**src/rtl/riscv_pkg.sv**
```systemverilog
// Shared RV32I decode definitions: opcodes, ALU/immediate selectors and the
// control bundle carried from ID to EX.
package riscv_pkg;

    localparam logic [6:0] OPC_R      = 7'b0110011;
    localparam logic [6:0] OPC_OPIMM  = 7'b0010011;
    localparam logic [6:0] OPC_LOAD   = 7'b0000011;
    localparam logic [6:0] OPC_STORE  = 7'b0100011;
    localparam logic [6:0] OPC_BRANCH = 7'b1100011;
    localparam logic [6:0] OPC_JAL    = 7'b1101111;
    localparam logic [6:0] OPC_JALR   = 7'b1100111;
    localparam logic [6:0] OPC_LUI    = 7'b0110111;
    localparam logic [6:0] OPC_AUIPC  = 7'b0010111;

    localparam int ID_CTRL_W = 16;

    typedef enum logic [3:0] {
        ALU_ADD, ALU_SUB, ALU_SLL, ALU_SLT, ALU_SLTU, ALU_XOR,
        ALU_SRL, ALU_SRA, ALU_OR, ALU_AND, ALU_PASSB
    } alu_op_e;

    typedef enum logic [2:0] {
        IMM_NONE, IMM_I, IMM_S, IMM_B, IMM_U, IMM_J
    } imm_type_e;

    // wb_sel: 0 = ALU result, 1 = load data, 2 = PC+4
    typedef struct packed {
        alu_op_e     alu_op;
        logic        alu_src_imm;
        logic        mem_read;
        logic        mem_write;
        logic        reg_write;
        logic [1:0]  wb_sel;
        logic        is_branch;
        logic        is_jal;
        logic        is_jalr;
        logic [2:0]  funct3;
    } id_ctrl_t;

endpackage

```
**src/rtl/imm_gen.sv**
```systemverilog
// Immediate generator: extracts and sign-extends the I/S/B/U/J immediate.
// The opcode bits are not needed here, so only instr[31:7] is taken.
module imm_gen
    import riscv_pkg::*;
#(
    parameter int XLEN = 32
) (
    input  logic [31:7]     instr_i,
    input  imm_type_e       imm_type_i,
    output logic [XLEN-1:0] imm_o
);

    logic signed [31:0] imm32;

    always_comb begin
        imm32 = '0;
        unique case (imm_type_i)
            IMM_I: imm32 = {{20{instr_i[31]}}, instr_i[31:20]};
            IMM_S: imm32 = {{20{instr_i[31]}}, instr_i[31:25], instr_i[11:7]};
            IMM_B: imm32 = {{20{instr_i[31]}}, instr_i[7], instr_i[30:25],
                            instr_i[11:8], 1'b0};
            IMM_U: imm32 = {instr_i[31:12], 12'b0};
            IMM_J: imm32 = {{12{instr_i[31]}}, instr_i[19:12], instr_i[20],
                            instr_i[30:21], 1'b0};
            default: imm32 = '0;
        endcase
        imm_o = XLEN'(imm32);
    end

endmodule

```
**src/rtl/decode_stage.sv**
```systemverilog
// RISC-V ID stage: decode, WB bypass, load-use stall, static branch
// prediction, and the ID/EX pipeline register.
module decode_stage
    import riscv_pkg::*;
#(
    parameter int XLEN    = 32,
    parameter bit BTFN_EN = 1'b1
) (
    input  logic            clk,
    input  logic            rst,
    input  logic            id_valid,
    input  logic [31:0]     id_instr,
    input  logic [XLEN-1:0] id_pc,
    output logic [4:0]      rf_a1,
    output logic [4:0]      rf_a2,
    input  logic [XLEN-1:0] rf_rd1,
    input  logic [XLEN-1:0] rf_rd2,
    input  logic            wb_we,
    input  logic [4:0]      wb_a3,
    input  logic [XLEN-1:0] wb_wd3,
    input  logic            flush,
    output logic            stall_o,
    output logic            pred_taken_o,
    output logic [XLEN-1:0] pred_target_o,
    output logic            ex_valid,
    output logic [XLEN-1:0] ex_pc,
    output logic [XLEN-1:0] ex_rs1_val,
    output logic [XLEN-1:0] ex_rs2_val,
    output logic [XLEN-1:0] ex_imm,
    output logic [4:0]      ex_rs1,
    output logic [4:0]      ex_rs2,
    output logic [4:0]      ex_rd,
    output id_ctrl_t        ex_ctrl,
    output logic            ex_pred_taken,
    output logic            ex_illegal
);

    typedef struct packed {
        logic            valid;
        logic [XLEN-1:0] pc;
        logic [XLEN-1:0] rs1_val;
        logic [XLEN-1:0] rs2_val;
        logic [XLEN-1:0] imm;
        logic [4:0]      rs1;
        logic [4:0]      rs2;
        logic [4:0]      rd;
        id_ctrl_t        ctrl;
        logic            pred_taken;
        logic            illegal;
    } id_ex_t;

    function automatic alu_op_e alu_fn(input logic [2:0] f3, input logic f7b, input logic is_r);
        unique case (f3)
            3'b000:  return (is_r && f7b) ? ALU_SUB : ALU_ADD;
            3'b001:  return ALU_SLL;
            3'b010:  return ALU_SLT;
            3'b011:  return ALU_SLTU;
            3'b100:  return ALU_XOR;
            3'b101:  return f7b ? ALU_SRA : ALU_SRL;
            3'b110:  return ALU_OR;
            default: return ALU_AND;
        endcase
    endfunction

    logic [6:0]      opcode;
    logic [4:0]      rs1, rs2, rd;
    id_ctrl_t        ctrl;
    imm_type_e       imm_type;
    logic            illegal, uses_rs1, uses_rs2;
    logic [XLEN-1:0] imm, rs1_val, rs2_val;
    logic            load_use, go;
    id_ex_t          ex_d, ex_q;

    assign opcode = id_instr[6:0];
    assign rd     = id_instr[11:7];
    assign rs1    = id_instr[19:15];
    assign rs2    = id_instr[24:20];
    assign rf_a1  = rs1;
    assign rf_a2  = rs2;

    always_comb begin
        ctrl        = '0;
        ctrl.funct3 = id_instr[14:12];
        imm_type    = IMM_NONE;
        illegal     = 1'b0;
        uses_rs1    = 1'b1;
        uses_rs2    = 1'b0;
        unique case (opcode)
            OPC_R: begin
                ctrl.alu_op = alu_fn(id_instr[14:12], id_instr[30], 1'b1);
                ctrl.reg_write = 1'b1;
                uses_rs2 = 1'b1;
            end
            OPC_OPIMM: begin
                ctrl.alu_op = alu_fn(id_instr[14:12], id_instr[30], 1'b0);
                ctrl.alu_src_imm = 1'b1;
                ctrl.reg_write = 1'b1;
                imm_type = IMM_I;
            end
            OPC_LOAD: begin
                ctrl.alu_src_imm = 1'b1;
                ctrl.mem_read = 1'b1;
                ctrl.reg_write = 1'b1;
                ctrl.wb_sel = 2'd1;
                imm_type = IMM_I;
            end
            OPC_STORE: begin
                ctrl.alu_src_imm = 1'b1;
                ctrl.mem_write = 1'b1;
                imm_type = IMM_S;
                uses_rs2 = 1'b1;
            end
            OPC_BRANCH: begin
                ctrl.alu_op = ALU_SUB;
                ctrl.is_branch = 1'b1;
                imm_type = IMM_B;
                uses_rs2 = 1'b1;
            end
            OPC_JAL: begin
                ctrl.reg_write = 1'b1;
                ctrl.wb_sel = 2'd2;
                ctrl.is_jal = 1'b1;
                imm_type = IMM_J;
                uses_rs1 = 1'b0;
            end
            OPC_JALR: begin
                ctrl.alu_src_imm = 1'b1;
                ctrl.reg_write = 1'b1;
                ctrl.wb_sel = 2'd2;
                ctrl.is_jalr = 1'b1;
                imm_type = IMM_I;
            end
            OPC_LUI: begin
                ctrl.alu_op = ALU_PASSB;
                ctrl.alu_src_imm = 1'b1;
                ctrl.reg_write = 1'b1;
                imm_type = IMM_U;
                uses_rs1 = 1'b0;
            end
            OPC_AUIPC: begin
                ctrl.alu_src_imm = 1'b1;
                ctrl.reg_write = 1'b1;
                imm_type = IMM_U;
                uses_rs1 = 1'b0;
            end
            default: illegal = 1'b1;
        endcase
        if (rd == 5'd0) ctrl.reg_write = 1'b0;
    end

    imm_gen #(.XLEN(XLEN)) u_imm_gen (
        .instr_i    (id_instr[31:7]),
        .imm_type_i (imm_type),
        .imm_o      (imm)
    );

    // Register file writes on the edge but reads are asynchronous, so a
    // same-cycle writeback to a source register must be forwarded here.
    assign rs1_val = (wb_we && wb_a3 != 5'd0 && wb_a3 == rs1) ? wb_wd3 : rf_rd1;
    assign rs2_val = (wb_we && wb_a3 != 5'd0 && wb_a3 == rs2) ? wb_wd3 : rf_rd2;

    assign load_use = id_valid && ex_q.valid && ex_q.ctrl.mem_read && ex_q.rd != 5'd0 &&
                      ((uses_rs1 && rs1 == ex_q.rd) || (uses_rs2 && rs2 == ex_q.rd));
    assign stall_o  = load_use && !flush;
    assign go       = id_valid && !stall_o && !flush && !rst;

    assign pred_taken_o  = go && (ctrl.is_jal || (ctrl.is_branch && BTFN_EN && imm[XLEN-1]));
    assign pred_target_o = id_valid ? id_pc + imm : '0;

    // Flush, stall and idle all load an all-zero bubble; only go captures.
    always_comb begin
        ex_d = '0;
        if (go) begin
            ex_d.valid      = 1'b1;
            ex_d.pc         = id_pc;
            ex_d.rs1_val    = rs1_val;
            ex_d.rs2_val    = rs2_val;
            ex_d.imm        = imm;
            ex_d.rs1        = rs1;
            ex_d.rs2        = rs2;
            ex_d.rd         = rd;
            ex_d.ctrl       = ctrl;
            ex_d.pred_taken = pred_taken_o;
            ex_d.illegal    = illegal;
        end
    end

    always_ff @(posedge clk) begin
        if (rst) ex_q <= '0;
        else     ex_q <= ex_d;
    end

    assign ex_valid      = ex_q.valid;
    assign ex_pc         = ex_q.pc;
    assign ex_rs1_val    = ex_q.rs1_val;
    assign ex_rs2_val    = ex_q.rs2_val;
    assign ex_imm        = ex_q.imm;
    assign ex_rs1        = ex_q.rs1;
    assign ex_rs2        = ex_q.rs2;
    assign ex_rd         = ex_q.rd;
    assign ex_ctrl       = ex_q.ctrl;
    assign ex_pred_taken = ex_q.pred_taken;
    assign ex_illegal    = ex_q.illegal;

endmodule

```
**config.mk**
```make
export PLATFORM = sky130hd
export DESIGN_NAME = decode_stage
export DESIGN_NICKNAME = d
export VERILOG_FILES = /design/src/rtl/riscv_pkg.sv /design/src/rtl/imm_gen.sv /design/src/rtl/decode_stage.sv
export SDC_FILE = /design/constraint.sdc
export NUM_CORES = 1
export LEC_CHECK = 0
export ABC_AREA = 1
export BUFFER_PORTS_ARGS = -buffer_cell sky130_fd_sc_hd__buf_2
export CAP_MARGIN = 20
export CORE_MARGIN = 10
export CORE_UTILIZATION = 52
export CTS_CLUSTER_DIAMETER = 150
export DETAILED_ROUTE_END_ITERATION = 6
export GPL_TIMING_DRIVEN = 0
export PLACE_DENSITY = 0.95
export RECOVER_POWER = 100
export SLEW_MARGIN = 20
export SYNTH_ARGS = -nofsm -noshare
export SYNTH_HDL_FRONTEND = slang
export SYNTH_HIERARCHICAL = 1
export SYNTH_SLANG_ARGS = --single-unit
```
**constraint.sdc**
```tcl
create_clock -name clk -period 7 [get_ports clk]
set_clock_uncertainty 0.1 [all_clocks]
set_input_delay 1.4 -clock clk [delete_from_list [all_inputs] [get_ports clk]]
set_output_delay 1.4 -clock clk [all_outputs]
set_load 0.01 [all_outputs]
```
==> results.md <==
- Run status: complete, no violations
- Gate power share: 15.8%
- Vertical extent of the die: ~150 um
- Worst EP required: 5500 ps
- Number of synthesized flops with an enable pin: 0
- Number of remaining DRC errors: 0
- Nets: roughly 1900
- Via density per instance: 5.22
- Starting density of the core: a little over half
- Number of hold-slack violations in the final timing report: 0
- Shortest period the worst path allows: 6410 ps
- Part of the total power dissipated in sequential elements: between 40% and 50%
- Clock buffers created by TritonCTS: 17
- Startpoint-to-endpoint class of the critical path: primary input to primary output
- Placed Cells: about 1900
- Total count of max-transition violations in the final report: 0
- Power spent charging and discharging nets: roughly 660 uW
- Antenna violations before repair: 2
- Final sum of negative setup slack: 0 ps
- Final-layout worst hold slack: 805 ps
- Number of distinct library cells after synthesis: 35
- Fraction of final layout cells sized beyond drive strength 1: between 15 and 20%
- Internal power: 1.53 mW
- Sw Share: between 30% and 40%
- CP endpoint kind: primary output
- CTS sink count: ~160
- Root buffer cell: sky130_fd_sc_hd__clkbuf_16
- Post-route ant nets: 0
- Async set or reset register ratio after synthesis: 0%
- Global placer's final weighted congestion: 1.03
- TritonCTS clock tree: built
- Detailed-placement wirelength estimate: a little over 30000 um
- Routed len/inst: 18.9 um
- Crit share post-route: about nine tenths
- Slack of the worst reg-to-reg path: 4220 ps
- Pre-antenna DRT Iters: 7
- Start point of the critical path: id_instr[3]
- Data arrival time of the critical path: 4910 ps
- Register clock-pin slew on the reported worst setup and hold paths: around 70 ps
- RR Startpoint: ex_rd[2]$_SDFF_PP0_
- Area inside the core boundary: roughly 17000 um2
- Leak pwr: between 5 and 6 nW
- Layout Area Growth over Synthesis: 25.5%
- Hold Crit Class: register to register
- Die Width: between 150 and 200 um
- Buffer count from post-CTS setup fixing: 0
- Terminus of the critical flop-to-flop path: ex_rs2_val[12]$_SDFF_PP0_
- Number of port buffers: about 380
- Number of synthesized register bits: between 150 and 200
- Critical path startpoint category: primary input
- Synthesis warning total: 6
- Resize count post-CTS: 0
- Critical path fanouts, max: 10
- Worst vdd ir: ~170 uV
- Metal2 WL: 17100 um
- CP Capture Point: pred_target_o[20]
- Measured slew at the worst slew-check pin: slightly above 700 ps
- Worst-case reg-to-reg path depth: 11
- Detailed-route wire length on metal 1: 13900 um
- Achievable frequency: 0.156 GHz
- Max Cap Viol: 0
- Post-Route WL: between 30000 and 40000 um
- Quantity of hold-fixing buffers added after cts: 0
- Clock latency at the later pin of the worst-skew pair: 430 ps
- Via count of the first global-routing pass: between 9000 and 10000
- Top-Level Pins: approximately 380
- Total global routing overflow: 0
- Non-filler instance count after layout: just under 2000
- Mapped cell area: between 8000 and 9000 um2
- Unrepaired setup endpoints after global routing: false
- Synth Net Count: between 1500 and 2000
- Starting DRC count in detailed routing: roughly 800
- Proportion of power drawn by the clock network: 41.1%
- Detail Route met3 WL: between 4000 and 5000 um
- Vias after detailed routing: roughly 10000
- Setup violation total in the final timing report: 0
- Number of buffers on the longest clock path: 2
- Floorplan die area: around 23000 um2
- Highest routing layer actually used: met4
- Number of standard-cell rows in the floorplan: 47
- H-tree levels: 4
- GRT Overall Usage: between 30% and 40%
- Worst slew slack as a fraction of its limit: between 50% and 60%
- First-pass GRT wire length: ~54000 um
- Syn_area_per_cell: approximately 6.6 um2
- Synth Instances: around 1300
- Ys flop type: sky130_fd_sc_hd__dfxtp_1
- Sequential cell area fraction in the yosys report: 36.4%
- Total power divided by cell area: 196 nW/um2
- Largest net degree at the start of global routing: 17
[registers in the layout, indices dropped and copies added, names as in the netlist]
name	count
ex_imm	32
ex_valid	1
ex_pred_taken	1
ex_ctrl	15
ex_illegal	1
ex_rs2_val	32
ex_rs2	5
ex_rd	5
ex_rs1_val	32
ex_rs1	5
ex_pc	32
[power by group through the flow]
stage / Clock, mW / Sequential, mW / Combinational [mW]
after floorplan: 0 / 0.972 / 0.180
after global placement: 0 / 0.961 / 0.350
after detailed placement: 0 / 0.962 / 0.355
after CTS: 0.900 / 0.941 / 0.358
after global routing: 0.937 / 0.943 / 0.378
final: 0.898 / 0.942 / 0.346
[metrics by stage]
| stage | instance area [um2] | total power [mW] | worst slack (ps) | util (%) |
|---|---|---|---|---|
| detailed placement | 11000 | 1.32 | 827 | 66.2 |
| global route | 11100 | 2.26 | 174 | 66.8 |
| CTS | 11600 | 2.20 | 817 | 69.5 |
| floorplan | 8860 | 1.15 | 1570 | - |
| finish | 11100 | 2.19 | 593 | 66.8 |
| global placement | 11000 | 1.31 | 840 | 66.2 |
[Yosys cell counts, types with 2 or more instances]
cell type / number / share of area [%]
sky130_fd_sc_hd__nand2_1: 347 / 15
sky130_fd_sc_hd__inv_1: 217 / 9.2
sky130_fd_sc_hd__nor2_1: 172 / 7.3
sky130_fd_sc_hd__dfxtp_1: 161 / 36
sky130_fd_sc_hd__nand3_1: 140 / 7.9
sky130_fd_sc_hd__a21oi_1: 62 / 3.5
sky130_fd_sc_hd__a21oi_2: 50 / 4.9
sky130_fd_sc_hd__ha_1: 31 / 4.4
sky130_fd_sc_hd__o21ai_0: 21 / 1.2
sky130_fd_sc_hd__nor3_1: 18 / 1.0
sky130_fd_sc_hd__buf_6: 17 / 2.2
sky130_fd_sc_hd__buf_4: 16 / 1.4
sky130_fd_sc_hd__clkbuf_1: 15 / 0.64
sky130_fd_sc_hd__buf_2: 11 / 0.62
sky130_fd_sc_hd__nand4_1: 11 / 0.78
sky130_fd_sc_hd__xnor2_1: 8 / 0.79
sky130_fd_sc_hd__xor2_1: 7 / 0.69
sky130_fd_sc_hd__inv_2: 6 / 0.25
sky130_fd_sc_hd__and2_1: 3 / 0.21
sky130_fd_sc_hd__o21bai_1: 3 / 0.25
sky130_fd_sc_hd__nand2_2: 2 / 0.14
sky130_fd_sc_hd__nor3_2: 2 / 0.23
sky130_fd_sc_hd__nor4_1: 2 / 0.14
sky130_fd_sc_hd__o21ai_1: 2 / 0.11
[critical path: stages]
cell and delay [ps]:
sky130_fd_sc_hd__clkbuf_1 240, sky130_fd_sc_hd__nor2_1 70, sky130_fd_sc_hd__nand2_1 180, sky130_fd_sc_hd__nor2_1 80, sky130_fd_sc_hd__inv_1 130, sky130_fd_sc_hd__nand2_1 150
sky130_fd_sc_hd__o211ai_1 290, sky130_fd_sc_hd__clkbuf_1 330, sky130_fd_sc_hd__nand2_1 230, sky130_fd_sc_hd__ha_1 420, sky130_fd_sc_hd__nand2_1 120, sky130_fd_sc_hd__nor2_1 190
sky130_fd_sc_hd__inv_1 80, sky130_fd_sc_hd__nor2_1 280, sky130_fd_sc_hd__nand3_1 230, sky130_fd_sc_hd__nand4_1 150, sky130_fd_sc_hd__nand2_1 60, sky130_fd_sc_hd__nor2_1 100
sky130_fd_sc_hd__clkbuf_1 170
[cell families (layout without fill, tap and decap cells)]
logic type                 count (synthesis)  after routing  share of synthesized area, %
and+or+nand+nor                          701            701                          32.7
buffers and inverters                    282            689                          14.2
DFF                                      161            161                          36.4
AOI/OAI and AO/OA                        144            144                          10.6
adders and majority gates                 32             32                          4.60
xor gates and xnor gates                  15             15                          1.48
other                                      0              4                             0
[cell type report]
type                            instances  area (um2)
Fill cell                            1608        5520
Multi-Input combinational cell        892        4290
Sequential cell                       161        3220
Timing Repair Buffer                  375        1620
Inverter                              223         837
Clock buffer                           19         443
Buffer                                 59         300
Tap cell                              220         275
Clock inverter                         13         118
Antenna cell                            4        10.0
[layer usage]
metal	vias up	global-route usage (%)
li1	4938	-
met1	4566	37.5
met2	653	48.4
met3	112	9.78
met4	0	14.9
met5	-	0
[how the worst min path moves through the flow]
stage | depth (start not counted) | slack, ps | endpoint | startpoint
after detailed placement | 7 | 740 | ex_ctrl[7]$_SDFF_PP0_ | ex_valid$_SDFF_PP0_
after global routing | 5 | 860 | ex_ctrl[3]$_SDFF_PP0_ | ex_rd[4]$_SDFF_PP0_
after global placement | 5 | 710 | ex_ctrl[7]$_SDFF_PP0_ | ex_rd[4]$_SDFF_PP0_
after floorplan | 7 | 680 | ex_ctrl[7]$_SDFF_PP0_ | ex_valid$_SDFF_PP0_
after CTS | 5 | 740 | ex_ctrl[3]$_SDFF_PP0_ | ex_rd[4]$_SDFF_PP0_
final | 5 | 810 | ex_ctrl[7]$_SDFF_PP0_ | ex_rd[4]$_SDFF_PP0_
[cells in the final DEF (no fill, tap or decap), types with 8 or more instances in the layout]
| cell | n |
|---|---|
| sky130_fd_sc_hd__xnor2_1 | 8 |
| sky130_fd_sc_hd__dfxtp_1 | 161 |
| sky130_fd_sc_hd__buf_2 | 182 |
| sky130_fd_sc_hd__nand4_1 | 11 |
| sky130_fd_sc_hd__a21oi_2 | 30 |
| sky130_fd_sc_hd__ha_1 | 31 |
| sky130_fd_sc_hd__a21oi_1 | 82 |
| sky130_fd_sc_hd__nor2_1 | 172 |
| sky130_fd_sc_hd__buf_4 | 14 |
| sky130_fd_sc_hd__nand3_1 | 140 |
| sky130_fd_sc_hd__nor3_1 | 18 |
| sky130_fd_sc_hd__nand2_1 | 349 |
| sky130_fd_sc_hd__clkbuf_1 | 237 |
| sky130_fd_sc_hd__inv_1 | 217 |
| sky130_fd_sc_hd__o21ai_0 | 21 |
| sky130_fd_sc_hd__clkbuf_16 | 17 |
Power figures use the tool's default switching activity.
